<file path="src/rtl/cordic_pkg.sv">
// Shared CORDIC constants: angle format, quadrant boundaries in Q16.4 degrees,
// and the phase-sweep FSM state encoding.
package cordic_pkg;
    localparam int ANGLE_W      = 20;
    localparam int FRAC_W       = 4;
    localparam int FULL_TURN_Q4 = 5760;
    localparam int QUAD_90_Q4   = 1440;
    localparam int QUAD_180_Q4  = 2880;
    localparam int QUAD_270_Q4  = 4320;

    localparam logic [1:0] ST_IDLE  = 2'd0;
    localparam logic [1:0] ST_RUN   = 2'd1;
    localparam logic [1:0] ST_FLUSH = 2'd2;

    typedef enum logic [1:0] {
        IDLE  = ST_IDLE,
        RUN   = ST_RUN,
        FLUSH = ST_FLUSH
    } cps_state_t;
endpackage

</file>
<file path="src/rtl/cordic_phase_sweep_valid_delay.sv">
// cps_valid_delay: LAT-deep shift register with synchronous clear; aligns the
// angle qualifier with the downstream core's registered results.
module cps_valid_delay
    import cordic_pkg::*;
#(
    parameter int LAT = 1
) (
    input  logic clk,
    input  logic clr,
    input  logic din,
    output logic dout
);
    logic [LAT-1:0] sr_reg;

    always_ff @(posedge clk) begin
        if (clr) sr_reg[0] <= 1'b0;
        else     sr_reg[0] <= din;
    end

    generate
        for (genvar gi = 1; gi < LAT; gi++) begin : g_stage
            always_ff @(posedge clk) begin
                if (clr) sr_reg[gi] <= 1'b0;
                else     sr_reg[gi] <= sr_reg[gi-1];
            end
        end
    endgenerate

    assign dout = sr_reg[LAT-1];
endmodule

</file>
<file path="src/rtl/cordic_phase_sweep.sv">
// Angle sequencer feeding the CORDIC core: steps target_angle modulo 360 deg.
// Optional start phase input enabled by CPS_PHASE_OFFSET_EN.
module cordic_phase_sweep
    import cordic_pkg::*;
#(
    parameter int ANGLE_W    = cordic_pkg::ANGLE_W,
    parameter int FULL_TURN  = cordic_pkg::FULL_TURN_Q4,
    parameter int CORDIC_LAT = 1,
    parameter int CNT_W      = 16
) (
    input  logic               clk,
    input  logic               rst,
    input  logic               start,
    input  logic               stop,
    input  logic [ANGLE_W-1:0] step,
    input  logic [CNT_W-1:0]   num_samples,
`ifdef CPS_PHASE_OFFSET_EN
    input  logic [ANGLE_W-1:0] phase_offset,
`endif
    output logic [ANGLE_W-1:0] target_angle,
    output logic               angle_valid,
    output logic               res_valid,
    output logic               busy,
    output logic               done,
    output logic               step_err
);
    localparam logic [ANGLE_W:0] FT_W = (ANGLE_W+1)'(FULL_TURN);
    localparam int               FL_W = $clog2(CORDIC_LAT + 1);
    localparam logic [FL_W-1:0]  LAT_C = FL_W'(CORDIC_LAT);

    cps_state_t         state_reg;
    logic [ANGLE_W-1:0] acc_reg, step_reg, target_reg;
    logic [CNT_W-1:0]   num_reg, cnt_reg;
    logic [FL_W-1:0]    flush_cnt_reg;
    logic               angle_valid_reg, done_reg, step_err_reg;
    logic [ANGLE_W-1:0] start_phase;
    logic               illegal;

    // Both operands are below FULL_TURN, so one conditional subtract suffices.
    function automatic logic [ANGLE_W-1:0] mod_add(input logic [ANGLE_W-1:0] a,
                                                   input logic [ANGLE_W-1:0] b);
        logic [ANGLE_W:0] sum;
        sum = {1'b0, a} + {1'b0, b};
        if (sum >= FT_W) sum = sum - FT_W;
        return sum[ANGLE_W-1:0];
    endfunction

    always_comb begin
        illegal = (step == '0) || ({1'b0, step} >= FT_W);
`ifdef CPS_PHASE_OFFSET_EN
        start_phase = phase_offset;
        illegal     = illegal || ({1'b0, phase_offset} >= FT_W);
`else
        start_phase = '0;
`endif
    end

    // acc_reg always holds the angle to be emitted on the next RUN cycle.
    always_ff @(posedge clk) begin
        if (rst) begin
            state_reg       <= IDLE;
            acc_reg         <= '0;
            step_reg        <= '0;
            num_reg         <= '0;
            cnt_reg         <= '0;
            flush_cnt_reg   <= '0;
            target_reg      <= '0;
            angle_valid_reg <= 1'b0;
            done_reg        <= 1'b0;
            step_err_reg    <= 1'b0;
        end else begin
            done_reg     <= 1'b0;
            step_err_reg <= 1'b0;
            case (state_reg)
                IDLE: begin
                    if (start && !stop) begin
                        if (illegal) begin
                            step_err_reg <= 1'b1;
                        end else begin
                            step_reg        <= step;
                            num_reg         <= num_samples;
                            target_reg      <= start_phase;
                            acc_reg         <= mod_add(start_phase, step);
                            cnt_reg         <= CNT_W'(1);
                            angle_valid_reg <= 1'b1;
                            state_reg       <= RUN;
                        end
                    end
                end
                RUN: begin
                    if (stop || (num_reg != '0 && cnt_reg == num_reg)) begin
                        angle_valid_reg <= 1'b0;
                        target_reg      <= '0;
                        flush_cnt_reg   <= FL_W'(1);
                        done_reg        <= (CORDIC_LAT == 1);
                        state_reg       <= FLUSH;
                    end else begin
                        target_reg <= acc_reg;
                        acc_reg    <= mod_add(acc_reg, step_reg);
                        cnt_reg    <= cnt_reg + CNT_W'(1);
                    end
                end
                FLUSH: begin
                    if (flush_cnt_reg == LAT_C) begin
                        state_reg <= IDLE;
                    end else begin
                        flush_cnt_reg <= flush_cnt_reg + FL_W'(1);
                        done_reg      <= (flush_cnt_reg + FL_W'(1) == LAT_C);
                    end
                end
                default: state_reg <= IDLE;
            endcase
        end
    end

    cps_valid_delay #(.LAT(CORDIC_LAT)) u_valid_delay (
        .clk  (clk),
        .clr  (rst),
        .din  (angle_valid_reg),
        .dout (res_valid)
    );

    assign target_angle = target_reg;
    assign angle_valid  = angle_valid_reg;
    assign busy         = (state_reg != IDLE);
    assign done         = done_reg;
    assign step_err     = step_err_reg;
endmodule

</file>
<file path="config.mk">
export PLATFORM = sky130hd
export DESIGN_NAME = cordic_phase_sweep
export DESIGN_NICKNAME = d
export VERILOG_FILES = /design/src/rtl/cordic_pkg.sv /design/src/rtl/cordic_phase_sweep_valid_delay.sv /design/src/rtl/cordic_phase_sweep.sv
export SDC_FILE = /design/constraint.sdc
export NUM_CORES = 1
export LEC_CHECK = 0
export ABC_AREA = 1
export CAP_MARGIN = 20
export CORE_MARGIN = 8
export CORE_UTILIZATION = 50
export CTS_BUF_LIST = sky130_fd_sc_hd__clkbuf_4
export CTS_CLUSTER_SIZE = 10
export DETAILED_ROUTE_END_ITERATION = 10
export PLACE_DENSITY = 0.8
export RECOVER_POWER = 25
export SYNTH_ARGS = -nofsm -noshare
export SYNTH_HDL_FRONTEND = slang
export SYNTH_SLANG_ARGS = --single-unit
</file>
<file path="constraint.sdc">
create_clock -name clk -period 2.7 [get_ports clk]
set_input_delay 0.54 -clock clk [delete_from_list [all_inputs] [get_ports clk]]
set_output_delay 0.54 -clock clk [all_outputs]
set_load 0.1 [all_outputs]
</file>
==> results by group <==
Clock network
  • CTS tree: yes
  • CTS Root Cell: clkbuf_4
  • Longest Clk Path Bufs: 2
  • Number of buffers created by CTS: 9
  • CTS H-tree depth: 3
  • Clock Sinks: 99
  • Clk slew on worst S/H paths: 0.16 ns
  • Clock latency on the worst-skew pair: 0.50 ns

Finish
  • Final core occ: 0.616
  • Area growth from synthesis to layout: 20.8%
  • N_diodes: 0
  • Multi-input gate area: 4050 um2
  • Commonest non-fill, non-tap cell in the layout: nand2_1
  • FF+latch area: 1990 um2
  • # fillers: 1161
  • Most frequent cells in the layout: nand2_1 (231), inv_1 (102), nor2_1 (100), dfxtp_1 (93), nand3_1 (61)
  • Final Cell Area: 7740 um2
  • Nets: 1130
  • Share of layout cells above drive strength 1: 0.188

Pwr
  • VDD IR max: 0.285 mV
  • Final Power: 2.47 mW
  • Clock share of power: 0.331
  • Net Sw Frac: 0.260
  • Pwr per Cell Area: 319 nW/um2
  • P_sw: 0.642 mW
  • Sequential power share: 0.594
  • Combinational cell fraction of total power: 0.075
  • Pint: 1.83 mW
  • Leak: 3.36 nW

Worst hold path
  • Worst Hold Launch: step_reg[19]$_SDFFE_PP0P_
  • Hold Path Depth: 2
  • Hold crit path type: register to register
  • Hold EP: step_reg[19]$_SDFFE_PP0P_

STA
  • Fin Clk Skew: 0.0188 ns
  • Slew Limit Headroom: 0.632
  • RSZ-0062 raised after global routing: true
  • Min Hold Slack: 0.453 ns
  • Hold Violations, Final: 0
  • Setup violators final: 0
  • Slew Viols, Final: 0
  • Tightest Pin Transition: 0.547 ns
  • Tcrit/Tclk final: 0.988
  • Post-layout min period: 2.67 ns
  • Fmax achieved: 375 MHz

Synth
  • Mapped Cells: 980
  • Register area share after synthesis: 0.309
  • Mapped Area: 6410 um2
  • Synth area leader: dfxtp_1
  • Primary FF master, synth: dfxtp_1
  • FFs w/ async S/R, synth: 0
  • Largest cells by area after synthesis: dfxtp_1 (31%), nand2_1 (14%), nor2_1 (6.3%), inv_1 (6.1%), nand3_1 (5.3%)
  • Net Count, Synth: 1047
  • Synth top area share: 0.309
  • Seq cells post-synth: 99
  • Post-Syn Area per Cell: 6.54 um2
  • Yosys cell types: 46
  • Synth warn: 0
  • Post-synth EDFFs: 0

GRT
  • Vias in the first global route: 6301
  • Largest net degree at the start of global routing: 47
  • Tot GR Track Use: 0.224
  • Met3 Use GR: 0.0526
  • First-pass GRT wire length: 30.4 mm
  • Initial antenna violation count: 0
  • Global route overflow: 0
  • Global route hottest layer: met2
  • GR Layer Usage met1: 0.291
  • Global Route met2 Usage: 0.359

Placement
  • I/O Buffers: 64
  • Placed Area: 7350 um2
  • Post-DP HPWL: 13.7 mm
  • Gpl congestion: 0.962

Run
  • Max_cap viols: 0

Drt
  • Vias per cell: 5.43
  • WL final: 18.6 mm
  • Detailed Routing Iterations Pass 1: 6
  • Wire per inst: 15.0 um
  • DR iter-0 viols: 746
  • Antenna-violating nets left: 0
  • Vias: 6722
  • DRC viols: 0

Critical path
  • Startpoint Class: register
  • RR Endpoint: acc_reg[19]$_SDFFE_PP0P_
  • Worst Path Required: 3.08 ns
  • Worst reg2reg path depth: 21
  • Reg2reg setup slack: 0.03 ns
  • CP Capture Type: register
  • Arrival @ worst endpoint: 3.05 ns
  • Worst Path Max Fanout: 4
  • Critical R2R Launch: step_reg[0]$_SDFFE_PP0P_
  • Setup CP Type: register to register

Die
  • DIE AREA: 16700 um2
  • Die Ht: 129 um
  • Initial cell density of the core: 0.510
  • Die X: 129 um
  • # IOs: 65
  • Site row count: 41
  • Placeable Area: 12600 um2

Outcome
  • Status: finished, final reports clean
-- power by group through the flow --
| stage | clock, mW | sequential, mW | combinational, mW |
|---|---|---|---|
| after floorplan | 0 | 1.51 | 0.0839 |
| after global placement | 0 | 1.50 | 0.178 |
| after detailed placement | 0 | 1.50 | 0.180 |
| after CTS | 0.833 | 1.47 | 0.182 |
| after global routing | 0.887 | 1.47 | 0.201 |
| final | 0.818 | 1.47 | 0.185 |
-- stage by stage --
step	setup WS [ns]	std cells	TNS, ns
3_3_place_gp	-0.143	1217	-3.97
6_report	0.0323	1239	0
5_1_grt	-0.136	1239	-1.10
2_1_floorplan	0.0103	980	0
3_5_place_dp	-0.173	1217	-5.11
4_1_cts	-0.0115	1233	-0.0115
-- area by class of cell --
type	instances	area share
timing repair buffer	103	0.118
multi-input combinational	733	0.523
inverter	117	0.0567
clock inverter	6	0.00840
sequential	99	0.257
clock buffer	9	0.00873
tap	172	0.0278
-- how the worst max path moves through the flow --
stage | start | to | slack [ns] | cells after the start
floorplan | acc_reg[0]$_SDFFE_PP0P_ | acc_reg[12]$_SDFFE_PP0P_ | 0.01 | 21
global placement | step[1] | acc_reg[12]$_SDFFE_PP0P_ | -0.14 | 13
detailed placement | step[1] | acc_reg[10]$_SDFFE_PP0P_ | -0.17 | 13
CTS | acc_reg[0]$_SDFFE_PP0P_ | acc_reg[19]$_SDFFE_PP0P_ | -0.01 | 22
global route | acc_reg[8]$_SDFFE_PP0P_ | acc_reg[8]$_SDFFE_PP0P_ | -0.14 | 14
finish | step_reg[0]$_SDFFE_PP0P_ | acc_reg[19]$_SDFFE_PP0P_ | 0.03 | 21
-- cell families (layout without fill, tap and decap cells) --
logic type | Yosys count | after routing | share of synthesized area
flops | 99 | 99 | 0.309
buf+inv | 150 | 235 | 0.0918
compound gates | 163 | 163 | 0.146
fa+ha+maj | 27 | 27 | 0.0539
xor+xnor | 21 | 21 | 0.0287
simple gates | 520 | 522 | 0.370
-- layer usage --
layer	share of wire	vias up
met4	0.021	0
met2	0.45	250
li1	-	3378
met1	0.45	3064
met3	0.087	30
met5	0	-
-- cells in the mapped netlist (2+ instances only) --
cell and number:
buf_4 2, nor2_2 5, xnor2_1 13, nor4_1 10, inv_1 105, nor3_1 15
nor3_2 2, dfxtp_1 99, nand2_2 21, nor3b_1 2, a22oi_1 20, nand4_1 20
nand3_2 15, a21oi_2 6, a21oi_1 61, nor2_4 2, xor2_1 8, a31oi_1 9
or2_2 3, nand2_1 243, o21ai_0 58, nand3b_1 2, nand3_1 68, nor2_1 107
ha_1 26, inv_2 11, clkbuf_1 21, buf_2 8
-- critical path, cell delays in order (launching register included) --
cell      delay [ns]
dfxtp_2         0.39
ha_4            0.15
inv_2           0.04
fa_2            0.36
inv_2           0.07
nand2_2         0.06
nand2_4         0.10
nand3_4         0.09
nand3_2         0.09
nand2_2         0.06
inv_2           0.07
ha_4            0.13
inv_2           0.04
nand3_2         0.07
nor2_4          0.05
o21bai_4        0.26
buf_6           0.15
nand3_2         0.06
a21oi_2         0.14
nand2_1         0.06
nand2_1         0.06
a21oi_1         0.06
-- timing repair --
| item | 4_1_cts | 5_1_grt |
|---|---|---|
| hold buffers | 0 | 0 |
| endpoints found under the setup margin | 12 | 13 |
| resized for setup | 8 | 52 |
| buffers inserted | 0 | 5 |
| cloned | 1 | 1 |
| pin swaps | 3 | 23 |
| hold endpoints to repair | 0 | 0 |
Power figures use the tool's default switching activity.
==> RTL edit 1: new RTL, same flow settings <==
`CORDIC_LAT`: 1 -> 2.
--- a/src/rtl/cordic_phase_sweep.sv
+++ b/src/rtl/cordic_phase_sweep.sv
@@ -7,3 +7,3 @@
     parameter int FULL_TURN  = cordic_pkg::FULL_TURN_Q4,
-    parameter int CORDIC_LAT = 1,
+    parameter int CORDIC_LAT = 2,
     parameter int CNT_W      = 16
Function: changed (a bounded check fails within 4 cycles, from zero or initial values and one cycle with rst high).
==> RTL edit 1 against the unedited design <==
The run now ends with setup timing left; global-route usage down 0.56 points; clock skew up 0.00061 ns; sequential cell count up 2; core utilization up 0.93 points; final area up 5.7%; routed wire length up 3.2%; critical path type unchanged; power up 4.9%; worst hold slack worse by 0.028 ns; largest power group unchanged; critical path depth down 3; worst setup slack worse by 0.048 ns; synthesized area up 3.2%; fmax down 1.8%.
==> RTL edit 1: results (changes against the unedited design) <==
Place:
- The HPWL after detailed placement is 14300 µm (+4.6%).
- The pre-CTS worst setup slack is -0.122 ns (+0.0509 ns).
- The total of buffers placed on input and output ports was 64 (unchanged).
- The final RePlAce weighted congestion is 0.969 (+0.71%).

Global route:
- The pin count of the biggest net entering global routing is 45 (-4.3%).
- The first-pass GRT wire length is 30200 µm (-0.75%).
- The initial antenna violation count is 1 (+1).
- The via count of the first global-routing pass is 6555 (+4.0%).
- The overall routing resource usage is 0.219 (-0.00560).

Finish:
- The number of nets in the layout came to 1188 (+5.1%).
- The share of layout cells above drive strength 1 is 0.213 (+0.0246).
- The non-filler instance count after layout is 1304 (+5.2%).
- The filler cell count in the final layout is 1140 (-1.8%).

Setup path:
- The largest driver fanout on the critical path is 7 (+3).
- The worst setup path startpoint is step_reg[6].
- The arrival time at the worst endpoint is 3.11 ns (+0.06 ns).

Drt:
- The number of detailed-routing iterations run before antenna repair is 4 (-2).
- The final wirelength is 19200 µm (+3.2%).
- The starting DRC count in detailed routing was 441 (-41%).
- The detailed-route vias per instance is 5.37 (-1.1%).

Power and ir drop:
- The total net switching power is 0.625 mW (-2.7%).
- The leakage power of the design is 3.46 nW (+3.0%).
- The worst supply voltage drop on vdd came to 236 µV (-17%).

Timing:
- The smallest hold slack is 0.424 ns (-0.0284 ns).
- The total of endpoints with negative setup slack in the final report is 2 (+2).
- The slew of the pin with the lowest slew margin came to 1.23 ns (+0.681 ns).
- The setup clock skew after layout was 0.0195 ns (+0.000609 ns).
- The smallest setup slack after layout was -0.0154 ns (-0.0478 ns).

CTS:
- The source-to-sink clock delay at the later pin of the worst-skew pair is 0.47 ns (-0.03 ns).
- The deepest level of the CTS H-tree is 3 (unchanged).
- The clock root buffer master is clkbuf_4.
- The buffer levels on the longest clock path came to 2 (unchanged).
- The clock slew at the register clock pins of the worst setup and hold paths is 0.16 ns (about the same).
- The number of buffers added by the clock tree synthesis step is 9 (unchanged).

Hold path:
- The worst hold path belongs to the class reg2reg.
- The startpoint identified for the worst hold timing path is u_valid_delay.sr_reg[0].

Synthesis:
- The gate count after technology mapping is 1018 (+3.9%).
- Counting instances in the post-synthesis netlist gives the leading cell types as nand2_1 (293), inv_1 (123), dfxtp_1 (101).
- The count of yosys warnings during synthesis is 0 (unchanged).
- The share of flip-flops with an asynchronous set or reset after synthesis was 0 (unchanged).
- The number of library cell types mapped by synthesis came to 40 (-13%).
- The sequential fraction of the synthesis area is 0.306 (-0.00343).
- Yosys attributes the largest share of cell area to dfxtp_1 (31%), nand2_1 (17%), inv_1 (7.0%).
- The post-synth net total came to 1084 (+3.5%).

Status:
- The checks that failed: setup timing.
- The run finished, with violations left.

Job:
- The number of max-cap violations is 0 (unchanged).
## RTL edit 1: timing repair
item,4_1_cts,5_1_grt
pin swaps,8,35
endpoints found under the setup margin,12,13
setup buffers,4,7
gates resized for setup,7,79
gates cloned,0,1
## RTL edit 1: cells by family after synthesis
| group | Yosys count | share of synthesized area |
|---|---|---|
| AND/OR/NAND/NOR | 573 | 0.412 |
| flip-flops | 101 | 0.306 |
| AO/OA/AOI/OAI | 132 | 0.107 |
| buffers and inverters | 166 | 0.0990 |
| XOR/XNOR | 20 | 0.0265 |
| adder cells (fa/ha/maj) | 26 | 0.0503 |
## RTL edit 1: cell type report
type	count	share of cell area
Inverter	136	0.0630
Multi-Input combinational cell	752	0.520
Timing Repair Buffer	122	0.119
Tap cell	176	0.0269
Sequential cell	101	0.249
Clock buffer	9	0.00826
Clock inverter	7	0.0128
Antenna cell	1	0.000306
## RTL edit 1: path summary, 6_finish.rpt
| kind | endpoint | cells after the start |
|---|---|---|
| max | acc_reg[7] | 18 |
| min | u_valid_delay.dout | 2 |
| max reg2reg | acc_reg[7] | 18 |
| min reg2reg | u_valid_delay.dout | 2 |
## RTL edit 1: critical path, cell delays in order, from the launching register on
cell and delay, ns:
dfxtp_2 0.36, ha_2 0.40, nand2_2 0.11, nor2_1 0.29, nand2_2 0.13, nand2_2 0.09, buf_6 0.10, nand2_4 0.05
nand2_4 0.08, nand2_4 0.05, nand2_4 0.11, nand2_4 0.08, nor2_8 0.13, nand2_4 0.08, nor2_8 0.21, nand2_4 0.11
nand2_2 0.08, nand3_2 0.07, a21oi_2 0.13
## RTL edit 1: metal layers
metal  global-route usage  up-vias  part of all wire
li1                     -     3499                 -
met1                0.263     3210              0.42
met2                0.385      251              0.50
met3               0.0345       36             0.058
met4               0.0777        0             0.023
met5                    0        -                 0
## RTL edit 1: stage by stage
| stage | setup TNS (ns) | instance area [µm²] |
|---|---|---|
| after floorplan | 0 | 6620 |
| after global placement | -1.72 | 7680 |
| after detailed placement | -1.94 | 7680 |
| after CTS | 0 | 7910 |
| after global routing | -0.686 | 8180 |
| final | -0.0178 | 8180 |
## RTL edit 1: power groups by stage
stage | Clock, mW | Combinational (mW) | Sequential (mW)
floorplan | 0 | 0.0624 | 1.53
global placement | 0 | 0.170 | 1.53
detailed placement | 0 | 0.171 | 1.53
CTS | 0.948 | 0.172 | 1.49
global route | 1.00 | 0.189 | 1.49
finish | 0.925 | 0.176 | 1.49
==> RTL edit 2: new RTL, same settings <==
Made on the original files. Add an input register stage for `step`, without a reset; this delays it by one clock. The other inputs are not delayed to match.
--- a/src/rtl/cordic_phase_sweep.sv
+++ b/src/rtl/cordic_phase_sweep.sv
@@ -30,2 +30,8 @@
 
+    logic [ANGLE_W-1:0] step_q;
+
+    always_ff @(posedge clk) begin
+        step_q <= step;
+    end
+
     cps_state_t         state_reg;
@@ -48,3 +54,3 @@
     always_comb begin
-        illegal = (step == '0) || ({1'b0, step} >= FT_W);
+        illegal = (step_q == '0) || ({1'b0, step_q} >= FT_W);
 `ifdef CPS_PHASE_OFFSET_EN
@@ -79,6 +85,6 @@
                         end else begin
-                            step_reg        <= step;
+                            step_reg        <= step_q;
                             num_reg         <= num_samples;
                             target_reg      <= start_phase;
-                            acc_reg         <= mod_add(start_phase, step);
+                            acc_reg         <= mod_add(start_phase, step_q);
                             cnt_reg         <= CNT_W'(1);
Behaviour: not the same (Yosys sat finds a counterexample within 4 cycles, from zero or initial values and one cycle with rst high).
==> RTL edit 2 against the unedited design <==
Worst setup slack better by 0.075 ns; critical path depth shrank 1; final area up 2.7%; routed wire length down 6.5%; synthesized area up 2.9%; critical path type unchanged; core utilization fell by 0.84 points; first-iteration DRC count fell by 12%; sequential cell count up 20.
Power is not compared: it rests on default switching activity, and its combinational part moved more than twofold at a synthesized area within 25%.
==> RTL edit 2: results (changes against the unedited design) <==
Finish:
- The filler cell count in the final layout came to 1222 (+5.3%).
- The non-filler instance count after layout is 1250 (+0.89%).
- The number of nets in the layout is 1128 (-0.18%).

Hold path:
- The tightest min-delay check is of the in2reg type.

Status:
- The flow ran to the end, and the final reports show no timing, DRC or antenna violations.

Drt:
- The number of vias in the routed layout is 6639 (-1.2%).
- The final wirelength is 17400 µm (-6.5%).

Global route:
- The overall routing resource usage is 0.209 (-0.0156).
- The first-pass GRT wire length is 28400 µm (-6.5%).
- The via count of the first global-routing pass is 6002 (-4.7%).
- The met2 demand-to-capacity share in global routing is 0.324 (-0.0350).
- The pin count of the biggest net entering global routing is 39 (-17%).
- The fraction of met1 tracks used by global routing is 0.271 (-0.0205).

Place:
- The pre-CTS worst setup slack came to -0.0532 ns (+0.120 ns).
- The final RePlAce weighted congestion is 0.919 (-4.5%).
- The placed cell count came to 1213 (-0.33%).

CTS:
- The source-to-sink clock delay at the later pin of the worst-skew pair was 0.54 ns (+0.04 ns).
- The deepest level of the CTS H-tree is 4 (+1).
- The number of buffers added by the clock tree synthesis step is 17 (+8).

Setup path:
- The largest driver fanout on the critical path is 10 (+6).
- The arrival time at the worst endpoint is 3.00 ns (-0.05 ns).

Synthesis:
- The sequential fraction of the synthesis area is 0.361 (+0.0519).
- The gate count after technology mapping is 985 (+0.51%).
- The commonest cells after synthesis are nand2_1 (304), dfxtp_1 (119), inv_1 (119).

Timing:
- The setup clock skew after layout is 0.0225 ns (+0.00368 ns).
## RTL edit 2: cell count changes after synthesis, moves of 14 or more
cell,delta
nand2_1,+61
nor2_1,-49
a21oi_1,+39
o21ai_0,-23
dfxtp_1,+20
nand2_2,-18
inv_1,+14
nand3_2,-14
## RTL edit 2: logic make-up after synthesis
family | after synthesis | share of synthesized area
buffers and inverters | 154 | 0.0945
AOI/OAI and AO/OA | 168 | 0.138
DFF | 119 | 0.361
adders and majority gates | 27 | 0.0524
and+or+nand+nor | 499 | 0.330
xor gates and xnor gates | 18 | 0.0239
## RTL edit 2: repair_timing
action,CTS,global route
pin swaps,0,15
setup endpoints to repair,10,35
endpoints found under the hold margin,0,0
buffers inserted,0,5
gates resized for setup,3,58
## RTL edit 2: metrics by stage
step | power [mW] | TNS, ns | cell area (µm²) | util | hold WS (ns)
floorplan | 3.05 | 0 | 6600 | - | 0.440
global placement | 3.38 | 0 | 7380 | 0.564 | 0.437
detailed placement | 3.39 | -0.167 | 7380 | 0.564 | 0.430
CTS | 4.69 | 0 | 7680 | 0.587 | 0.353
global route | 5.11 | -0.347 | 7950 | 0.608 | 0.356
finish | 4.83 | 0 | 7950 | 0.608 | 0.383
## RTL edit 2: worst paths after layout
check	slack, ns	endpoint	from	depth (start not counted)
worst min-delay path	0.38	target_angle[2]	rst	2
worst max-delay path	0.11	acc_reg[14]	step_reg[0]	20
worst min register to register	0.45	u_valid_delay.dout	angle_valid	2
worst max register to register	0.11	acc_reg[14]	step_reg[0]	20
## RTL edit 2: power breakdown
part	internal, mW	switching [mW]
clock network	0.626	0.674
logic	0.567	1.00
registers	1.85	0.0996
## RTL edit 2: routing by layer
layer / share of wire / vias to the layer above
met1: 0.46 / 3004
met4: 0.027 / 0
met2: 0.45 / 231
li1: - / 3364
met5: 0 / -
met3: 0.065 / 40
## RTL edit 2: area by class of cell
class,instances,share of cell area
clock buffers,17,0.0161
multi-input cells,712,0.480
well taps,176,0.0277
flip-flops and latches,119,0.300
repair buffers,90,0.0980
clock inverters,15,0.0203
inverters,121,0.0574
